**src/rtl/i2s_pkg.sv**
```systemverilog
// Shared defaults and types for the I2S transmit path.
package i2s_pkg;

  localparam int DEF_DATA_W = 16;
  localparam int DEF_SLOT_W = 32;

  typedef struct packed {
    logic [DEF_DATA_W-1:0] l;
    logic [DEF_DATA_W-1:0] r;
  } stereo_sample_t;

  typedef enum logic {
    IDLE = 1'b0,
    RUN  = 1'b1
  } tx_state_t;

endpackage

```
**src/rtl/i2s_bclk_gen.sv**
```systemverilog
// Bit-clock divider: toggles bclk every BCLK_DIV enabled clk cycles and
// strobes fall_tick in the cycle whose closing edge takes bclk from 1 to 0.
module i2s_bclk_gen #(
  parameter int BCLK_DIV = 4
) (
  input  logic clk,
  input  logic reset,
  input  logic enable,
  output logic bclk,
  output logic fall_tick
);

  localparam int DivW = (BCLK_DIV > 1) ? $clog2(BCLK_DIV) : 1;

  logic [DivW-1:0] divCnt;
  logic            wrap;

  assign wrap      = (divCnt == DivW'(BCLK_DIV - 1));
  assign fall_tick = enable & wrap & bclk;

  always_ff @(posedge clk or posedge reset) begin
    if (reset) begin
      divCnt <= '0;
      bclk   <= 1'b0;
    end else if (enable) begin
      if (wrap) begin
        divCnt <= '0;
        bclk   <= ~bclk;
      end else begin
        divCnt <= divCnt + DivW'(1);
      end
    end
  end

endmodule

```
**src/rtl/i2s_tx_serializer.sv**
```systemverilog
// Philips I2S transmitter: one-entry stereo buffer, frame sequencer and serial data path.
//   state | meaning
//   IDLE  | bit/word clocks held, waiting for the first sample
//   RUN   | bclk/lrclk free-running until reset; empty buffer at frame start sends zeros
module i2s_tx_serializer
  import i2s_pkg::*;
#(
  parameter int DATA_W   = DEF_DATA_W,
  parameter int SLOT_W   = DEF_SLOT_W,
  parameter int BCLK_DIV = 4
) (
  input  logic              clk,
  input  logic              reset,
  input  logic [DATA_W-1:0] sample_l,
  input  logic [DATA_W-1:0] sample_r,
  input  logic              sample_valid,
  output logic              sample_ready,
  output logic              bclk,
  output logic              lrclk,
  output logic              sdata,
  output logic              underrun
);

  localparam int FrameBits = 2 * SLOT_W;
  localparam int BitW      = $clog2(FrameBits);

  tx_state_t       state, stateNext;
  stereo_sample_t  bufReg, frameReg;
  logic            bufFull;
  logic [BitW-1:0] bitCnt, bitCntNext, slotPos;
  logic [DATA_W-1:0] chanWord, chanShift;
  logic            runEn, fallTick, accept, load, lrclkNext, sdataNext;

  assign runEn = (state == RUN);

  i2s_bclk_gen #(.BCLK_DIV(BCLK_DIV)) uBclkGen (
    .clk       (clk),
    .reset     (reset),
    .enable    (runEn),
    .bclk      (bclk),
    .fall_tick (fallTick)
  );

  assign sample_ready = ~bufFull;
  assign accept       = sample_valid & ~bufFull;

  always_comb begin
    stateNext = state;
    if (state == IDLE && accept) stateNext = RUN;
  end

  // Everything below describes the values taken on the next bclk fall.
  always_comb begin
    bitCntNext = (bitCnt == BitW'(FrameBits - 1)) ? '0 : bitCnt + BitW'(1);
    load       = fallTick && (bitCntNext == '0);
    lrclkNext  = (bitCntNext >= BitW'(SLOT_W));
    slotPos    = lrclkNext ? bitCntNext - BitW'(SLOT_W) : bitCntNext;
    chanWord   = lrclkNext ? frameReg.r : frameReg.l;
    chanShift  = chanWord << (slotPos - BitW'(1));
    sdataNext  = 1'b0;
    if (slotPos != '0 && slotPos <= BitW'(DATA_W)) sdataNext = chanShift[DATA_W-1];
  end

  always_ff @(posedge clk or posedge reset) begin
    if (reset) begin
      state    <= IDLE;
      bitCnt   <= BitW'(FrameBits - 1);
      lrclk    <= 1'b1;
      sdata    <= 1'b0;
      underrun <= 1'b0;
      bufFull  <= 1'b0;
      bufReg   <= '0;
      frameReg <= '0;
    end else begin
      state    <= stateNext;
      underrun <= load & ~bufFull;
      if (fallTick) begin
        bitCnt <= bitCntNext;
        lrclk  <= lrclkNext;
        sdata  <= sdataNext;
      end
      if (load) frameReg <= bufFull ? bufReg : '0;
      // A same-cycle accept lands after the load, so it waits for the next frame.
      if (accept) begin
        bufReg.l <= sample_l;
        bufReg.r <= sample_r;
        bufFull  <= 1'b1;
      end else if (load) begin
        bufFull  <= 1'b0;
      end
    end
  end

endmodule

```
**config.mk**
```make
export PLATFORM = sky130hd
export DESIGN_NAME = i2s_tx_serializer
export DESIGN_NICKNAME = d
export VERILOG_FILES = /design/src/rtl/i2s_pkg.sv /design/src/rtl/i2s_bclk_gen.sv /design/src/rtl/i2s_tx_serializer.sv
export SDC_FILE = /design/constraint.sdc
export NUM_CORES = 1
export LEC_CHECK = 0
export CORE_AREA = 4 4 66 129
export DETAILED_ROUTE_END_ITERATION = 8
export DIE_AREA = 0 0 70 133
export PLACE_DENSITY = 0.82
export SETUP_SLACK_MARGIN = 0.5
export SYNTH_ARGS = -nofsm -noshare
export SYNTH_HDL_FRONTEND = slang
export SYNTH_SLANG_ARGS = --single-unit
```
**constraint.sdc**
```tcl
create_clock -name clk -period 7.8 [get_ports clk]
set_input_delay 1.56 -clock clk [delete_from_list [all_inputs] [get_ports clk]]
set_output_delay 1.56 -clock clk [all_outputs]
set_load 0.02 [all_outputs]
```
==> metrics.md <==
| Metric | Value |
|---|---|
| CP delay by family, top | `flip-flops` |
| Syn Inst Count | `roughly 360` |
| Primary FF master, synth | `dfrtp_1` |
| Wire per inst | `15.04 um` |
| DIE WIDTH | `roughly 70 um` |
| Buf/Inv on CP | `2` |
| Final setup fails | `0` |
| Largest net degree at the start of global routing | `79` |
| Most common cell after layout, fill and taps aside | `nand2_1` |
| Grt ovf | `0` |
| Final nets | `424` |
| Critical Path RT | `about 6.2 ns` |
| Most frequent cells in the layout | `84 x nand2_1, 71 x dfrtp_1, 39 x clkdlybuf4s50_1, 37 x mux2_2, 33 x o21ai_0` |
| Post-synth EDFFs | `0` |
| Period minus WS final | `roughly 3.6 ns` |
| Via density | `5.376` |
| Max FO, Critical Path | `36` |
| Initial antenna violation count | `0` |
| Max-Cap Viols | `0` |
| Max_slew headroom | `0.2836` |
| DRC violation count after routing | `0` |
| Post-CTS setup buffers | `0` |
| Worst-margin pin slew | `approximately 1.1 ns` |
| Antenna Cells | `0` |
| Fmax | `~280 MHz` |
| TNS Setup | `0 ns` |
| Sw frac | `0.3261` |
| Pleak | `roughly 1.9 nW` |
| RSZ-0062 raised after global routing | `false` |
| Worst skew pair latency | `0.33 ns` |
| Yosys top cell area share | `0.4807` |
| Seq pwr share | `0.432` |
| Final hold vios | `0` |
| Logic pwr share | `0.306` |
| Share of cells above drive strength 1 | `0.2103` |
| Type of the most critical hold path | `reg2reg` |
| Slowest CP cell | `dfrtp_1` |
| Initial Util | `0.4899` |
| Area leader, netlist | `dfrtp_1` |
| Outcome | `finished clean` |
| Peak VDD IR | `~0.00022 V` |
| First-pass GRT wire length | `between 10 and 15 mm` |
| Max-slew violations | `0` |
| Tcrit/Tclk final | `0.4643` |
| # port buffers | `39` |
| Synth top area cells | `dfrtp_1 48%, mux2_2 11%, nand2_1 8.5%, dfstp_2 5.0%, o21ai_0 4.5%` |
| Final Util | `0.5847` |
| Clock power frac | `0.262` |
| Synth unique cells | `between 40 and 50` |
| Delay of the slowest critical-path stage | `1.05 ns` |
| Core Box Area | `7545 um^2` |
| Pre-antenna DRT Iters | `4` |
| DRT Wirelength | `roughly 7.3 mm` |
| Fin worst setup slack | `between 4 and 5 ns` |
| FP Rows | `45` |
| Pwr per Cell Area | `~390 nW/um^2` |
| Hold-fix buffers, CTS | `0` |
| CTS tree | `done` |
| CP endpoint kind | `output pin` |
| Syn avg cell area | `between 10 and 15 um^2` |
| RD Place Congestion | `0.9120` |
| WS Path Type | `reg2out` |
| Post-synthesis cell area | `3696 um^2` |
| # clock sinks | `slightly below 80` |
| Worst path cell trace | `inv_1 > clkdlybuf4s50_1` |
| Number of global-route vias before repair | `approximately 2700` |
| Max Root-Sink Buffers | `2` |
| Tot GR Track Use | `0.1703` |
| Clock root buffer | `clkbuf_16` |
| Drt initial violations | `around 130` |
| Pre-CTS setup slack | `4.524 ns` |
| Clock-pin slew on the worst setup and hold paths | `roughly 0.060 ns` |
| Ports | `40` |
| Internal | `1.150 mW` |
| Yosys reg bits | `78` |
| P_sw | `0.5566 mW` |
| Die area | `around 9300 um^2` |
| Post-DP HPWL | `between 5 and 6 mm` |
| Post-CTS sizing | `0` |
| Via count | `between 2000 and 3000` |
| Antenna viol nets, final | `0` |
| Mapped Nets | `between 300 and 400` |
| Register area share after synthesis | `0.5305` |
| Chip height | `roughly 130 um` |
| Clk_skew | `~0.0042 ns` |
| Worst path arrival time | `around 2.1 ns` |
| Warnings from Yosys | `0` |
| CP startpoint kind | `flop` |
| Total CTS buffers | `9` |
| Async set or reset register ratio after synthesis | `1.000` |
| Area grow syn2layout | `19.36%` |
| CTS H-tree depth | `3` |
## cell type report
class                      instances  area (um^2)
timing repair buffer              41        405.4
fill                             655         3133
clock buffer                      11        252.7
inverter                           8        30.03
sequential                        78         1961
tap                               94        117.6
clock inverter                     4        70.07
multi-input combinational        248         1575
## routing by layer
metal,wire length [um],track usage,share of wire
met5,0,0,0
met4,172,0.08849,0.024
met3,243,0.03802,0.033
met2,4007,0.3040,0.55
met1,2855,0.1839,0.39
## registers in the layout (all words and copies together), names as in the netlist
| name | cells |
|---|---|
| sdata | 1 |
| bufReg | 32 |
| bitCnt | 6 |
| underrun | 1 |
| frameReg | 32 |
| runEn | 1 |
| lrclk | 1 |
| uBclkGen.divCnt | 2 |
| bufFull | 1 |
| uBclkGen.bclk | 1 |
## worst paths after layout
check / slack (ns) / startpoint / cells past startpoint / endpoint
min: 0.48 / frameReg[12]$_DFFE_PP0P_ / 2 / frameReg[12]$_DFFE_PP0P_
max reg2reg: 4.93 / bitCnt[0]$_DFFE_PP1P_ / 7 / frameReg[20]$_DFFE_PP0P_
max in group asynchronous: 5.34 / reset / 3 / bufReg[14]$_DFFE_PP0P_
min reg2reg: 0.48 / frameReg[12]$_DFFE_PP0P_ / 2 / frameReg[12]$_DFFE_PP0P_
min in group asynchronous: 1.82 / reset / 3 / uBclkGen.divCnt[1]$_DFFE_PP0P_
max: 4.18 / bufFull$_DFFE_PP0P_ / 2 / sample_ready
## tightest hold or removal path: stages (launching register included)
cell and delay [ns]:
dfrtp_1 0.33, nand2_1 0.06, o21ai_2 0.05
## metrics by stage
step | std cells | hold WS (ns) | instance area, um^2 | power, mW
6_report | 484 | 0.4809 | 4412 | 1.707
5_1_grt | 484 | 0.4939 | 4412 | 1.831
4_1_cts | 484 | 0.4807 | 4412 | 1.721
3_5_place_dp | 469 | 0.4643 | 4089 | 1.270
3_3_place_gp | 469 | 0.4570 | 4089 | 1.243
2_1_floorplan | 358 | 0.4448 | 3696 | 1.119
## synth_stat cells (2+ instances only)
master and instances:
o21ai_0 33, xnor2_1 3, ha_1 3, clkbuf_1 12
o21ai_2 8, nand3_1 6, mux2i_1 8, inv_1 8
nand2_1 84, xor2_1 3, nor4_1 2, dfrtp_1 71
nor3_1 3, nor2_1 14, mux2_2 37, o21ai_1 4
dfstp_2 7, a21oi_1 9, buf_2 6, o31ai_1 2
a31oi_1 3, buf_6 5, o211ai_1 2, and3_1 2
## power groups by stage
stage | Combinational [mW] | Clock (mW) | Sequential (mW)
finish | 0.523 | 0.447 | 0.737
CTS | 0.528 | 0.454 | 0.739
global route | 0.589 | 0.478 | 0.764
global placement | 0.507 | 0 | 0.735
floorplan | 0.439 | 0 | 0.680
detailed placement | 0.527 | 0 | 0.743
## cell families after synthesis
| logic type | synth area share |
|---|---|
| buffers and inverters | 0.04570 |
| xor gates and xnor gates | 0.01422 |
| DFF | 0.5305 |
| AOI/OAI and AO/OA | 0.1212 |
| adders and majority gates | 0.01016 |
| muxes | 0.1344 |
| and+or+nand+nor | 0.1439 |
(Power assumes the default switching activity.)
